File: src/rtl/image_row_readout_ctrl.sv
// Row readout sequencer: takes pixels over valid/ready, shifts them MSB-first into the
// image-row shift register, strobes a parallel load per row and flags frame completion.
module image_row_readout_ctrl #(
    parameter int IMAGE_SIZE = 1024
) (
    input  logic                          clk,
    input  logic                          reset,
    input  logic                          start,
    input  logic                          abort,
    input  logic [7:0]                    pix_data,
    input  logic                          pix_valid,
    output logic                          pix_ready,
    output logic                          sr_shift_in,
    output logic                          sr_shift_en,
    output logic                          sr_load,
    output logic                          busy,
    output logic                          row_done,
    output logic                          frame_done,
    output logic [$clog2(IMAGE_SIZE)-1:0] row_idx
);

    localparam int PIXEL_BITS = 8;
    localparam int ROW_W      = $clog2(IMAGE_SIZE);
    // One extra bit so the counter can hold IMAGE_SIZE itself ("all pixels accepted").
    localparam int PX_W       = $clog2(IMAGE_SIZE + 1);

    localparam logic [2:0]       LAST_BIT = 3'(PIXEL_BITS - 1);
    localparam logic [PX_W-1:0]  PX_FULL  = PX_W'(IMAGE_SIZE);
    localparam logic [ROW_W-1:0] ROW_LAST = ROW_W'(IMAGE_SIZE - 1);

    typedef enum logic [1:0] {
        IDLE,
        SHIFT,
        LOAD
    } state_t;

    state_t                state;
    logic [PIXEL_BITS-1:0] pix_q;
    logic                  pix_full;
    logic [2:0]            bit_cnt;
    logic [PX_W-1:0]       px_cnt;
    logic                  last_bit;
    logic                  accept;

    assign last_bit = (bit_cnt == LAST_BIT);

    // A new byte can enter when the holding register is empty or is shifting its final bit.
    assign pix_ready = (state == SHIFT) && (px_cnt != PX_FULL) && (!pix_full || last_bit);
    assign accept    = pix_valid && pix_ready;

    always_ff @(posedge clk or posedge reset) begin
        if (reset) begin
            state    <= IDLE;
            pix_q    <= '0;
            pix_full <= 1'b0;
            bit_cnt  <= '0;
            px_cnt   <= '0;
            row_idx  <= '0;
        end else if (abort) begin
            state    <= IDLE;
            pix_full <= 1'b0;
            bit_cnt  <= '0;
            px_cnt   <= '0;
            row_idx  <= '0;
        end else begin
            case (state)
                IDLE: begin
                    if (start) begin
                        state    <= SHIFT;
                        pix_full <= 1'b0;
                        bit_cnt  <= '0;
                        px_cnt   <= '0;
                        row_idx  <= '0;
                    end
                end

                SHIFT: begin
                    if (accept) begin
                        pix_q  <= pix_data;
                        px_cnt <= px_cnt + PX_W'(1);
                    end
                    // The bit counter only advances while a byte is present, so a stall holds it at 0.
                    if (pix_full) begin
                        bit_cnt <= bit_cnt + 3'd1;
                        if (last_bit) begin
                            pix_full <= accept;
                            if (px_cnt == PX_FULL) begin
                                state <= LOAD;
                            end
                        end
                    end else if (accept) begin
                        pix_full <= 1'b1;
                    end
                end

                LOAD: begin
                    px_cnt <= '0;
                    if (row_idx == ROW_LAST) begin
                        state <= IDLE;
                    end else begin
                        row_idx <= row_idx + ROW_W'(1);
                        state   <= SHIFT;
                    end
                end

                default: state <= IDLE;
            endcase
        end
    end

    assign busy        = (state != IDLE);
    assign sr_shift_en = (state == SHIFT) && pix_full;
    assign sr_shift_in = sr_shift_en & pix_q[LAST_BIT - bit_cnt];
    assign sr_load     = (state == LOAD);
    assign row_done    = (state == LOAD);
    assign frame_done  = (state == LOAD) && (row_idx == ROW_LAST);

endmodule
File: config.mk
export PLATFORM = sky130hd
export DESIGN_NAME = image_row_readout_ctrl
export DESIGN_NICKNAME = d
export VERILOG_FILES = /design/src/rtl/image_row_readout_ctrl.sv
export SDC_FILE = /design/constraint.sdc
export NUM_CORES = 1
export LEC_CHECK = 0
export ABC_AREA = 1
export ABC_CLOCK_PERIOD_IN_PS = 4000
export CAP_MARGIN = 15
export CELL_PAD_IN_SITES_DETAIL_PLACEMENT = 1
export CELL_PAD_IN_SITES_GLOBAL_PLACEMENT = 1
export CORE_MARGIN = 5
export CORE_UTILIZATION = 25
export CTS_BUF_LIST = sky130_fd_sc_hd__clkbuf_4
export CTS_CLUSTER_DIAMETER = 50
export DETAILED_ROUTE_END_ITERATION = 16
export PLACE_DENSITY = 0.6
export SLEW_MARGIN = 20
export SYNTH_ARGS = -nofsm -noshare
export SYNTH_HDL_FRONTEND = slang
export SYNTH_SLANG_ARGS = --single-unit
File: constraint.sdc
create_clock -name clk -period 4 [get_ports clk]
set_clock_uncertainty 0.2 [all_clocks]
set_input_delay 1.2 -clock clk [delete_from_list [all_inputs] [get_ports clk]]
set_output_delay 1.2 -clock clk [all_outputs]
set_load 0.02 [all_outputs]
==> results summary, run 1 <==
Summed over all nets, wire length on met2 after detailed routing comes to between 2000 and 3000 um. After detailed placement, the design holds a cell count of roughly 430. The critical path ends at pix_ready. The setup slack of the most critical reg-to-reg path came out at between 1.5 and 2 ns. The share of total power in sequential cells is 0.495.

Setup violations remaining at the end of the flow were counted as 0. Summed over all cells, the static leakage comes to about 1.3 nW. Of the available clock period, the critical path in the final layout requires 0.9100. The number of storage elements in the synthesis netlist came out at 35. Timing analysis after detailed placement gives a worst setup slack of ~0.74 ns.

The number of instances in the synthesized netlist is slightly above 300. The flow ran to the end, and the final reports show no timing, DRC or antenna violations. The net switching power figure is between 300 and 400 uW.

Counting along the longest clock path gives a buffer depth of 2. The power per standard cell area is 335.9 nW/um2. Across the run, the number of max-cap violations was 0. The synthesized design contains 0 enable-type register cells.

Of the cells placed in the final design, the portion with a size suffix greater than 1 is 0.05655. The kind of end point of the critical path is a primary output. In this run the worst setup path begins at bit_cnt[0]$_DFFE_PP0P_. The layout net count is approximately 350.

The number of H-tree levels is 2. The final setup TNS is 0 ns. The area of the mapped netlist came out at roughly 2100 um2. The startpoint of the worst-slack reg-to-reg timing path is row_idx[0]$_DFFE_PP0P_. The post-cts hold buffer count is 0. Of the total power, the share spent switching nets is 0.3593. In this run the worst hold path is classified as flip-flop to flip-flop. At the end of routability-driven placement, the weighted congestion stood at ~0.79. The number of nets with antenna violations after detailed routing came out at 0. In the final routed layout, each cell accounts on average for 12.60 um.

The data arrival time of the critical path is approximately 2.2 ns. The first routing iteration left 46 violations. The combinational cell fraction of total power came out at 0.280. The clock sink count is 35.

Measured along the x axis, the die boundary spans between 100 and 150 um. By count the netlist is led by sky130_fd_sc_hd__nand2_1 (103), sky130_fd_sc_hd__inv_1 (38), sky130_fd_sc_hd__dfrtp_1 (35), sky130_fd_sc_hd__nor2_1 (33), sky130_fd_sc_hd__nand3_1 (31). In this run, distinct cell masters in the synthesized netlist total 30. The number of standard-cell rows in the floorplan is 33. In this run the standard cell core region covers between 8000 and 9000 um2. The initial utilization of the core area, before any placement, comes to 0.2581.

The part of the total power dissipated in the clock network is 0.225. The number of antenna diodes in the final layout is 0. The worst-case IR drop observed on VDD is approximately 180 uV. The fraction of the yosys area taken by sequential cells is 0.4089. The pin count of the biggest net entering global routing came out at 36. The final hold violation count came out at 0.

The synthesized net count is 320. The area growth from synthesis to layout is 20.85%. The fraction of registers with async set or reset after synthesis is 1.000. The count of instances resized after the clock tree is built came out at 0.

The final critical path time including I/O delays and setup is between 3 and 4 ns. The filler cell count is slightly above 1000. The number of antenna violations at the first check in global routing came out at 0. The met3 layer wire length in the routed design came out at about 120 um. For this run, design rule violations remaining after detail routing come to 0. Setup repair after global routing left no endpoint under its margin. The sum of net half-perimeters after detailed placement is 4210 um.

The die extent in y came out at 102.6 um. TritonCTS built the clock tree. The final standard cell count with taps included and fillers excluded came out at around 440.

The total vias in the final route is around 1900. The maximum fanout along the worst path came out at 7. The number of buffers inserted during clock tree synthesis came out at 5. The count of final max-slew check failures was 0. The cell sitting at the root of the clock tree is a sky130_fd_sc_hd__clkbuf_4.

The detailed-router iteration count before antenna repair came out at 4. The count of buffers from port buffering is 29. Cell internal power was estimated by the tool at 557.2 uW. The end of the worst register-to-register path is row_idx[0]$_DFFE_PP0P_. The die covers ~11000 um2. Derived from the worst setup path, the maximum achievable clock frequency is around 0.27 GHz. The residual overflow from global routing is 0. In the global route stage, overall resource usage came out at 0.1140.

For this run, the leading register cell type out of synthesis is sky130_fd_sc_hd__dfrtp_1. The path type of the worst setup path is flip-flop to primary output. Yosys attributes the largest share of cell area to sky130_fd_sc_hd__dfrtp_1 (41%), sky130_fd_sc_hd__nand2_1 (18%), sky130_fd_sc_hd__nand3_1 (7.2%). The most common cell in the netlist is sky130_fd_sc_hd__nand2_1. The depth of the worst register-to-register path came out at 9. Clock latency on the worst-skew pair, taken at its later pin, is between 0.3 and 0.4 ns. The number of global-route vias before repair came out at roughly 1900. The register clock-pin slew on the reported worst setup and hold paths is about 0.11 ns.

The highest metal layer with signal wires is met4. The measured slew at the worst slew-check pin is approximately 0.58 ns. The number of buffers added for setup after CTS is 0. The post-detailed-route via-to-cell ratio is 4.390.

The count of pins on the block boundary came out at 30. The first global-routing pass estimated ~9400 um of wire. The data required time at the worst endpoint came out at 2.60 ns. The Yosys step of the flow raised 0 warnings. Of all cell types, the one taking the most synthesized area is sky130_fd_sc_hd__dfrtp_1. For this block, wires on met1 add up to about 2800 um. The proportion of netlist area held by the largest area contributor came out at 0.4089. The headroom to the max-slew limit came out at 0.6151. The final routed wirelength across all metal layers is between 5000 and 6000 um. The kind of start point of the critical path is a flip-flop. The smallest setup slack after layout is between 0.3 and 0.4 ns. The average instance area after synthesis came out at slightly above 7 um2.
==> worst min-delay path by stage <==
| stage | start | endpoint | slack, ns | cells after the start |
|---|---|---|---|---|
| 2_1_floorplan | pix_q[0]$_DFFE_PP0P_ | pix_q[0]$_DFFE_PP0P_ | 0.24 | 2 |
| 3_3_place_gp | pix_q[0]$_DFFE_PP0P_ | pix_q[0]$_DFFE_PP0P_ | 0.26 | 2 |
| 3_5_place_dp | pix_q[0]$_DFFE_PP0P_ | pix_q[0]$_DFFE_PP0P_ | 0.26 | 2 |
| 4_1_cts | pix_q[0]$_DFFE_PP0P_ | pix_q[0]$_DFFE_PP0P_ | 0.29 | 2 |
| 5_1_grt | pix_q[4]$_DFFE_PP0P_ | pix_q[4]$_DFFE_PP0P_ | 0.31 | 2 |
| 6_report | pix_q[0]$_DFFE_PP0P_ | pix_q[0]$_DFFE_PP0P_ | 0.28 | 2 |
==> power groups by stage <==
| stage | sequential (mW) | combinational (mW) | clock [mW] |
|---|---|---|---|
| 6_report | 0.431 | 0.243 | 0.195 |
| 5_1_grt | 0.436 | 0.278 | 0.220 |
| 2_1_floorplan | 0.430 | 0.179 | 0 |
| 3_3_place_gp | 0.438 | 0.250 | 0 |
| 4_1_cts | 0.431 | 0.251 | 0.208 |
| 3_5_place_dp | 0.437 | 0.250 | 0 |
==> per-stage QoR <==
step	total power, mW	utilization	area [um2]	hold WS (ns)
after floorplan	0.6088	-	2142	0.2366
after global placement	0.6878	0.3056	2536	0.2623
after detailed placement	0.6871	0.3056	2536	0.2611
after CTS	0.8897	0.3119	2589	0.2888
after global routing	0.9338	0.3119	2589	0.3118
final	0.8697	0.3119	2589	0.2838
==> cell usage in the layout (no fill, tap or decap) <==
cell type / netlist / routed
sky130_fd_sc_hd__a21boi_0: 1 / 1
sky130_fd_sc_hd__a21oi_1: 4 / 4
sky130_fd_sc_hd__a21oi_4: 1 / 1
sky130_fd_sc_hd__buf_4: 1 / 2
sky130_fd_sc_hd__clkbuf_4: 0 / 6
sky130_fd_sc_hd__clkdlybuf4s50_1: 0 / 29
sky130_fd_sc_hd__clkinv_1: 0 / 2
sky130_fd_sc_hd__dfrtp_1: 35 / 35
sky130_fd_sc_hd__ha_1: 5 / 5
sky130_fd_sc_hd__inv_1: 38 / 38
sky130_fd_sc_hd__inv_2: 3 / 3
sky130_fd_sc_hd__nand2_1: 103 / 103
sky130_fd_sc_hd__nand2_2: 2 / 2
sky130_fd_sc_hd__nand2_4: 1 / 1
sky130_fd_sc_hd__nand3_1: 31 / 31
sky130_fd_sc_hd__nand3_4: 1 / 1
sky130_fd_sc_hd__nand3b_1: 2 / 2
sky130_fd_sc_hd__nand4_1: 3 / 3
sky130_fd_sc_hd__nor2_1: 33 / 33
sky130_fd_sc_hd__nor2_4: 1 / 1
sky130_fd_sc_hd__nor2_8: 1 / 1
sky130_fd_sc_hd__nor3_1: 3 / 3
sky130_fd_sc_hd__o211ai_1: 1 / 1
sky130_fd_sc_hd__o21ai_0: 18 / 18
sky130_fd_sc_hd__o21bai_1: 3 / 3
sky130_fd_sc_hd__or2_1: 1 / 1
sky130_fd_sc_hd__or2_2: 1 / 1
sky130_fd_sc_hd__xnor2_1: 1 / 1
sky130_fd_sc_hd__xor2_1: 4 / 4
==> critical path, stage by stage (launching register included) <==
cell and delay, ns:
sky130_fd_sc_hd__dfrtp_1 0.47, sky130_fd_sc_hd__ha_1 0.19, sky130_fd_sc_hd__ha_1 0.13, sky130_fd_sc_hd__inv_1 0.09, sky130_fd_sc_hd__a21oi_4 0.19, sky130_fd_sc_hd__inv_1 0.05
sky130_fd_sc_hd__nor2_1 0.15, sky130_fd_sc_hd__clkdlybuf4s50_1 0.63
==> kinds of logic after synthesis <==
family | Yosys count | synth area share
AO/OA/AOI/OAI | 28 | 0.07652
XOR/XNOR | 5 | 0.02044
adder cells (fa/ha/maj) | 5 | 0.02921
buffers and inverters | 46 | 0.09170
flip-flops | 35 | 0.4089
AND/OR/NAND/NOR | 183 | 0.3732
==> state kept, by name (all words and copies together), names as in the netlist <==
signal and flops:
bit_cnt 3, pix_q 8, pix_full 1, state 2
row_idx 10, px_cnt 11
==> layout make-up <==
| class | instances | area [um2] | share of cell area |
|---|---|---|---|
| timing repair buffer | 31 | 305.3 | 0.1179 |
| clock inverter | 2 | 7.507 | 0.002900 |
| clock buffer | 6 | 45.04 | 0.01740 |
| inverter | 41 | 153.9 | 0.05945 |
| multi-input combinational | 221 | 1070 | 0.4132 |
| sequential | 35 | 875.8 | 0.3383 |
| tap | 105 | 131.4 | 0.05075 |
==> routing by layer <==
metal | vias to the layer above | global-route usage
li1 | 1009 | -
met5 | - | 0
met4 | 0 | 0.03330
met1 | 906 | 0.1543
met3 | 6 | 0.02639
met2 | 15 | 0.1822
(Power assumes the default switching activity.)
==> run 2, diff against run 1 <==
--- a/config.mk
+++ b/config.mk
@@ -6,7 +6,7 @@
 export NUM_CORES = 1
 export LEC_CHECK = 0
 export ABC_AREA = 1
-export ABC_CLOCK_PERIOD_IN_PS = 4000
+export ABC_CLOCK_PERIOD_IN_PS = 3160
 export CAP_MARGIN = 15
 export CELL_PAD_IN_SITES_DETAIL_PLACEMENT = 1
 export CELL_PAD_IN_SITES_GLOBAL_PLACEMENT = 1
@@ -15,7 +15,7 @@
 export CTS_BUF_LIST = sky130_fd_sc_hd__clkbuf_4
 export CTS_CLUSTER_DIAMETER = 50
 export DETAILED_ROUTE_END_ITERATION = 16
-export PLACE_DENSITY = 0.6
+export PLACE_DENSITY = 0.62
 export SLEW_MARGIN = 20
 export SYNTH_ARGS = -nofsm -noshare
 export SYNTH_HDL_FRONTEND = slang
==> constraint.sdc (replaced) <==
create_clock -name clk -period 3.16 [get_ports clk]
set_clock_uncertainty 0.2 [all_clocks]
set_input_delay 0.948 -clock clk [delete_from_list [all_inputs] [get_ports clk]]
set_output_delay 0.948 -clock clk [all_outputs]
set_load 0.02 [all_outputs]
==> run 2 against run 1 <==
Effect of this change:
- global-route usage grew 0.21 points
- highest routed layer unchanged
- combinational power is 27% higher
- cell count is 0.68% higher
- critical path type unchanged
- critical endpoint is now frame_done
- routed wire length grew 0.58%
- sequential cell count unchanged
- clock power rose by 26%
- die area unchanged
- sequential share of layout area is 0.29 points lower
- via count increased by 0.83%
==> results summary, run 2 (same netlist as run 1, synthesis figures left out) <==
The run finished with clean final reports. STA classifies the critical path endpoint as a primary output. The number of max-capacitance violations reported is 0. The library cell used most frequently in the layout, excluding fill and tap cells, is sky130_fd_sc_hd__nand2_1. The register clock-pin slew on the reported worst setup and hold paths is approximately 0.12 ns. The register with the most flip-flops is px_cnt. The final hold violation count came out at 0.

From synthesis to final layout, the design area changed by 21.90%. Data on the critical path is required at its endpoint by between 2 and 2.5 ns. The measured slew at the worst slew-check pin came out at between 0.4 and 0.5 ns. Port buffering added 29 buffers. The final worst-path cycle share came out at 0.9419. For the worst setup path, the data arrival time is 1.83 ns. The final hold slack is around 0.3 ns. Along the worst hold path, the cell count comes to 2. The final setup TNS is 0 ns. Summing over every cut layer, the via total after detailed routing is 1952. The highest clock frequency the design can meet is around 0.34 GHz. The count of final max-slew check failures was 0. The final cell area excluding filler cells is between 2000 and 3000 um2. In the final layout, the registers with the most flip-flops are px_cnt (11), row_idx (10), pix_q (8). The headroom to the max-slew limit is 0.6795. The final standard cell count with taps included and fillers excluded is between 400 and 500. The sum of net half-perimeters after detailed placement is between 4000 and 5000 um. The worst supply voltage drop on vdd is 231.0 uV.

The number of buffers inserted during clock tree synthesis is 5. The maximum fanout along the worst path is 5. The first detailed-routing pass ran for 4 iterations. The detailed router's first-iteration violation count is 41.

The fraction of final layout cells sized beyond drive strength 1 came out at 0.06785. The number of global-route vias before repair is 2065. The global-route wire length before repair came out at 9770 um. The total DRC errors in the routed layout came out at 0.

The cell type with the highest occurrence count on the critical path is sky130_fd_sc_hd__nor2_1. The instance count after placement with tap cells included is 436. The number of H-tree levels came out at 2. The final routed wirelength across all metal layers came out at between 5000 and 6000 um. The master of the slowest instance on the critical path is sky130_fd_sc_hd__dfrtp_1. The maximum clock insertion buffer count is 2. The largest stage delay on the critical path came out at roughly 0.43 ns. Dividing total power by cell area gives a power density of between 400 and 500 nW/um2. The path type of the worst setup path is flip-flop to primary output. The number of standard-cell rows in the floorplan is 33. The floorplan die area came out at about 11000 um2. The total inserted antenna cells came out at 0. TritonCTS built the clock tree. STA classifies the critical path startpoint as a flip-flop.

The post-cts hold buffer count came out at 0. The final critical path time including I/O delays and setup is just under 3 ns. The min-delay analysis places its worst path in the category flip-flop to flip-flop. The total setup violations reported at the end of the flow came out at 0. The clock sink count is 35.

The analysis attributes to cell leakage a power of 1.359 nW. The smallest setup slack after layout is 0.1836 ns. The initial standard-cell utilization of the core is 0.2581. The die extent in y came out at just over 100 um. The area after detailed placement is between 2000 and 3000 um2.

Dividing the detail-routed wire length by the instance count gives ~13 um. The count of pins on the block boundary is 30. The clock latency of the later-clocked register in the worst-skew pair is ~0.34 ns. The post-detailed-route via-to-cell ratio came out at around 4.4. Leaving out fill and tap cells, the most frequent cells in the layout are sky130_fd_sc_hd__nand2_1 (103), sky130_fd_sc_hd__inv_1 (38), sky130_fd_sc_hd__dfrtp_1 (35), sky130_fd_sc_hd__nor2_1 (33), sky130_fd_sc_hd__nand3_1 (31). The number of buffers added for setup after CTS is 0. The flip-flop count of the largest register after layout came out at 11. The number of antenna violations at the first check in global routing came out at 0. The total area inside the core boundary comes to slightly above 8000 um2. The depth of the worst register-to-register path is 9.

Global routing finished with a remaining overflow of 0. The net count of the finished layout is between 300 and 400. Measured along the x axis, the die boundary spans between 100 and 150 um. At the placement stage, the worst setup path has a slack of between 0.2 and 0.25 ns. The detail route stage leaves a number of antenna-violating nets equal to 0. The critical path goes through ha_1 > nand2_1 > nor2_1 > nand4_1 > nor2_1 > dlygate4sd2_1. Entering global routing, the biggest net connects 36 pins.

The weighted congestion reported at the end of routability-driven placement came out at ~0.77. Setup repair after global routing left no endpoint under its margin. The total global-route track usage came out at 0.1161. CTS placed an instance of sky130_fd_sc_hd__clkbuf_4 at the clock tree root.
## run 2: repair_timing
action | CTS | global route
endpoints found under the setup margin | 3 | 4
hold endpoints to repair | 0 | 0
pin swaps | 0 | 0
gates resized for setup | 3 | 5
## run 2: per-layer routing
metal / GRT usage / routed length, um / vias up
met5: 0 / 0 / -
met4: 0.03330 / 65 / 0
met3: 0.02368 / 104 / 5
met2: 0.1842 / 2616 / 15
met1: 0.1604 / 2799 / 922
li1: - / - / 1010
## run 2: worst paths after layout
kind                       slack, ns                endpoint                    from
setup / recovery                0.18              frame_done  row_idx[0]$_DFFE_PP0P_
hold / removal                  0.30    pix_q[5]$_DFFE_PP0P_    pix_q[5]$_DFFE_PP0P_
setup reg to reg                1.16    pix_q[3]$_DFFE_PP0P_  bit_cnt[0]$_DFFE_PP0P_
hold reg to reg                 0.30    pix_q[5]$_DFFE_PP0P_    pix_q[5]$_DFFE_PP0P_
max in group asynchronous       1.61  row_idx[8]$_DFFE_PP0P_                   reset
min in group asynchronous       0.81  row_idx[2]$_DFFE_PP0P_                   reset
## run 2: power by group
part           switching [mW]  internal, mW  total (mW)  leakage, nW
Combinational           0.205         0.104       0.309        0.859
Clock                   0.163        0.0817       0.245       0.0263
Sequential             0.0385         0.508       0.547        0.474
Total                   0.407         0.694        1.10         1.36
## run 2: final cells by class
class,count,area [um2]
clock buffers,5,37.54
inverters,41,153.9
multi-input cells,221,1070
repair buffers,34,327.8
clock inverters,3,15.01
well taps,105,131.4
fillers,1037,5688
flip-flops and latches,35,875.8
## run 2: metrics by stage
step           utilization  power [mW]
2_1_floorplan            -      0.7706
5_1_grt             0.3146       1.192
3_5_place_dp        0.3083      0.8768
3_3_place_gp        0.3083      0.8729
6_report            0.3146       1.101
4_1_cts             0.3142       1.132
## run 2: critical path: cells and delay by family (launching register included)
family	cells	cell delay (ns)
buf+inv	1	0.34
flops	1	0.43
simple gates	4	0.55
fa+ha+maj	1	0.18
==> variant, RTL diff (config.mk and constraints of run 1) <==
Set the parameter `IMAGE_SIZE` to 256 (it was 1024).
--- a/src/rtl/image_row_readout_ctrl.sv
+++ b/src/rtl/image_row_readout_ctrl.sv
@@ -3,3 +3,3 @@
 module image_row_readout_ctrl #(
-    parameter int IMAGE_SIZE = 1024
+    parameter int IMAGE_SIZE = 256
 ) (
Ports: changed (resized row_idx); port bits go from 30 to 28. No check against the original RTL was run, so the function may have changed too.
==> variant against run 1 <==
  * Sequential cell count is 4 lower
  * Non-clock buffer count shrank 1
  * Worst hold slack better by 0.015 ns
  * Worst setup slack better by 0.015 ns
  * Sequential power about the same
  * Via count fell by 2.7%
  * Fmax grew 0.41%
  * First-iteration DRC count grew 52%
  * Total power up 14%
  * Wire length down 4.3%
  * Synthesized area shrank 8.4%
  * Cell area fell by 8.3%
  * Largest cell class unchanged
  * Largest power group unchanged
==> variant: results (changes against run 1) <==
first-pass GRT wire length 9040 um (-4.2%); top flop regs px_cnt x9, pix_q x8, row_idx x8; CP Data Arrival Time 2.22 ns (-0.02 ns); Hold Path Origin pix_q[4]; Leakage Power 1.13 nW (-12%); hold path depth 2 (unchanged); placed cell areas 2330 sq um (-8.2%); Via Count 1883 (-2.7%); status completed; Setup Buffers After CTS 0 (unchanged); I/O Buffers 27 (-6.9%); RR Startpoint px_cnt[0]; Sw Ratio 42.3% (+6.4 points); Adder-Cell Fraction of Synth Area 3.19% (+0.27 points); met3 usage 2.34% (-0.30 points); comb pwr 0.381 mW (+57%); sequential element share of the synthesized area 39.5% (-1.3 points); Tcrit/Tclk final 90.6% (-0.37 points); VDD IR max 0.000232 V (+31%); Post-CTS Hold Buffers 0 (unchanged); Final HPWL DP 4120 um (-2.1%); Post-Syn Nets 298 (-6.9%); final WL 5320 um (-4.3%); synth top area cells dfrtp_1, nand2_1, nor2_1; maximum number of pins on one net before global-route repair 18 (-50%); NumNets Final 330 (-6.5%); met2 usage 19.4% (+1.2 points); Reg power frac 43.4% (-6.1 points); Post-Synth XOR/XNOR Area 0% (-2.0 points); max_slew headroom 53.8% (-7.7 points); GRT Total Usage 11.4% (-0.019 points); share of cells above drive strength 1 7.69% (+2.0 points); post-synthesis compound-gate area fraction 7.46% (-0.19 points); Post-synth top cells nand2_1, nor2_1, dfrtp_1, nand3_1, inv_1; Place WS 0.744 ns (+0.00621 ns); vias in the first global route 1954 (+0.93%); count of cell types in the netlist 24 (-20%); Iteration-0 DRC Markers 70 (+52%); RD Place Congestion 0.741 (-6.3%)
[variant: cell count changes in the layout (fill, tap and decap cells not counted), sizes merged, moves of 3 or more]
| cell | before | now |
|---|---|---|
| nand2 | 106 | 94 |
| nand4 | 3 | 12 |
| nor2 | 35 | 44 |
| inv | 41 | 33 |
| dfrtp | 35 | 31 |
| xor2 | 4 | 0 |
| nand3 | 32 | 29 |
| nor3 | 3 | 0 |
| o21ai | 18 | 15 |
[variant: critical path: stages, from the launching register on]
cell and delay [ns]:
dfrtp_1 0.47, ha_1 0.18, ha_1 0.14, inv_1 0.07, a21oi_4 0.21, o21a_1 0.19
clkdlybuf4s50_1 0.62
[variant: layer usage]
metal,part of all wire [%],vias to the layer above
li1,-,966
met1,49,876
met2,46,32
met3,3.2,9
met4,1.6,0
met5,0,-
[variant: metrics by stage]
step                      instances  util [%]
after global routing            414      30.9
after global placement          407      30.3
after floorplan                 280         -
after detailed placement        407      30.3
after CTS                       414      30.9
final                           414      30.9
[variant: cells by family after synthesis]
family                     Yosys count
AOI/OAI and AO/OA                   25
adders and majority gates            5
buffers and inverters               38
DFF                                 31
and+or+nand+nor                    181
[variant: final cells by class]
cell class	instances	area [sq um]
clock buffer	5	37.5
clock inverter	2	8.76
fill	996	5310
inverter	33	124
multi-input combinational	211	1010
sequential	31	776
tap	102	128
timing repair buffer	30	293
[variant: worst paths after layout]
kind | endpoint | slack [ns]
setup / recovery | pix_ready | 0.38
hold / removal | pix_q[4] | 0.30
setup reg to reg | px_cnt[8] | 2.13
hold reg to reg | pix_q[4] | 0.30
max in group asynchronous | px_cnt[1] | 1.86
min in group asynchronous | pix_q[7] | 1.05
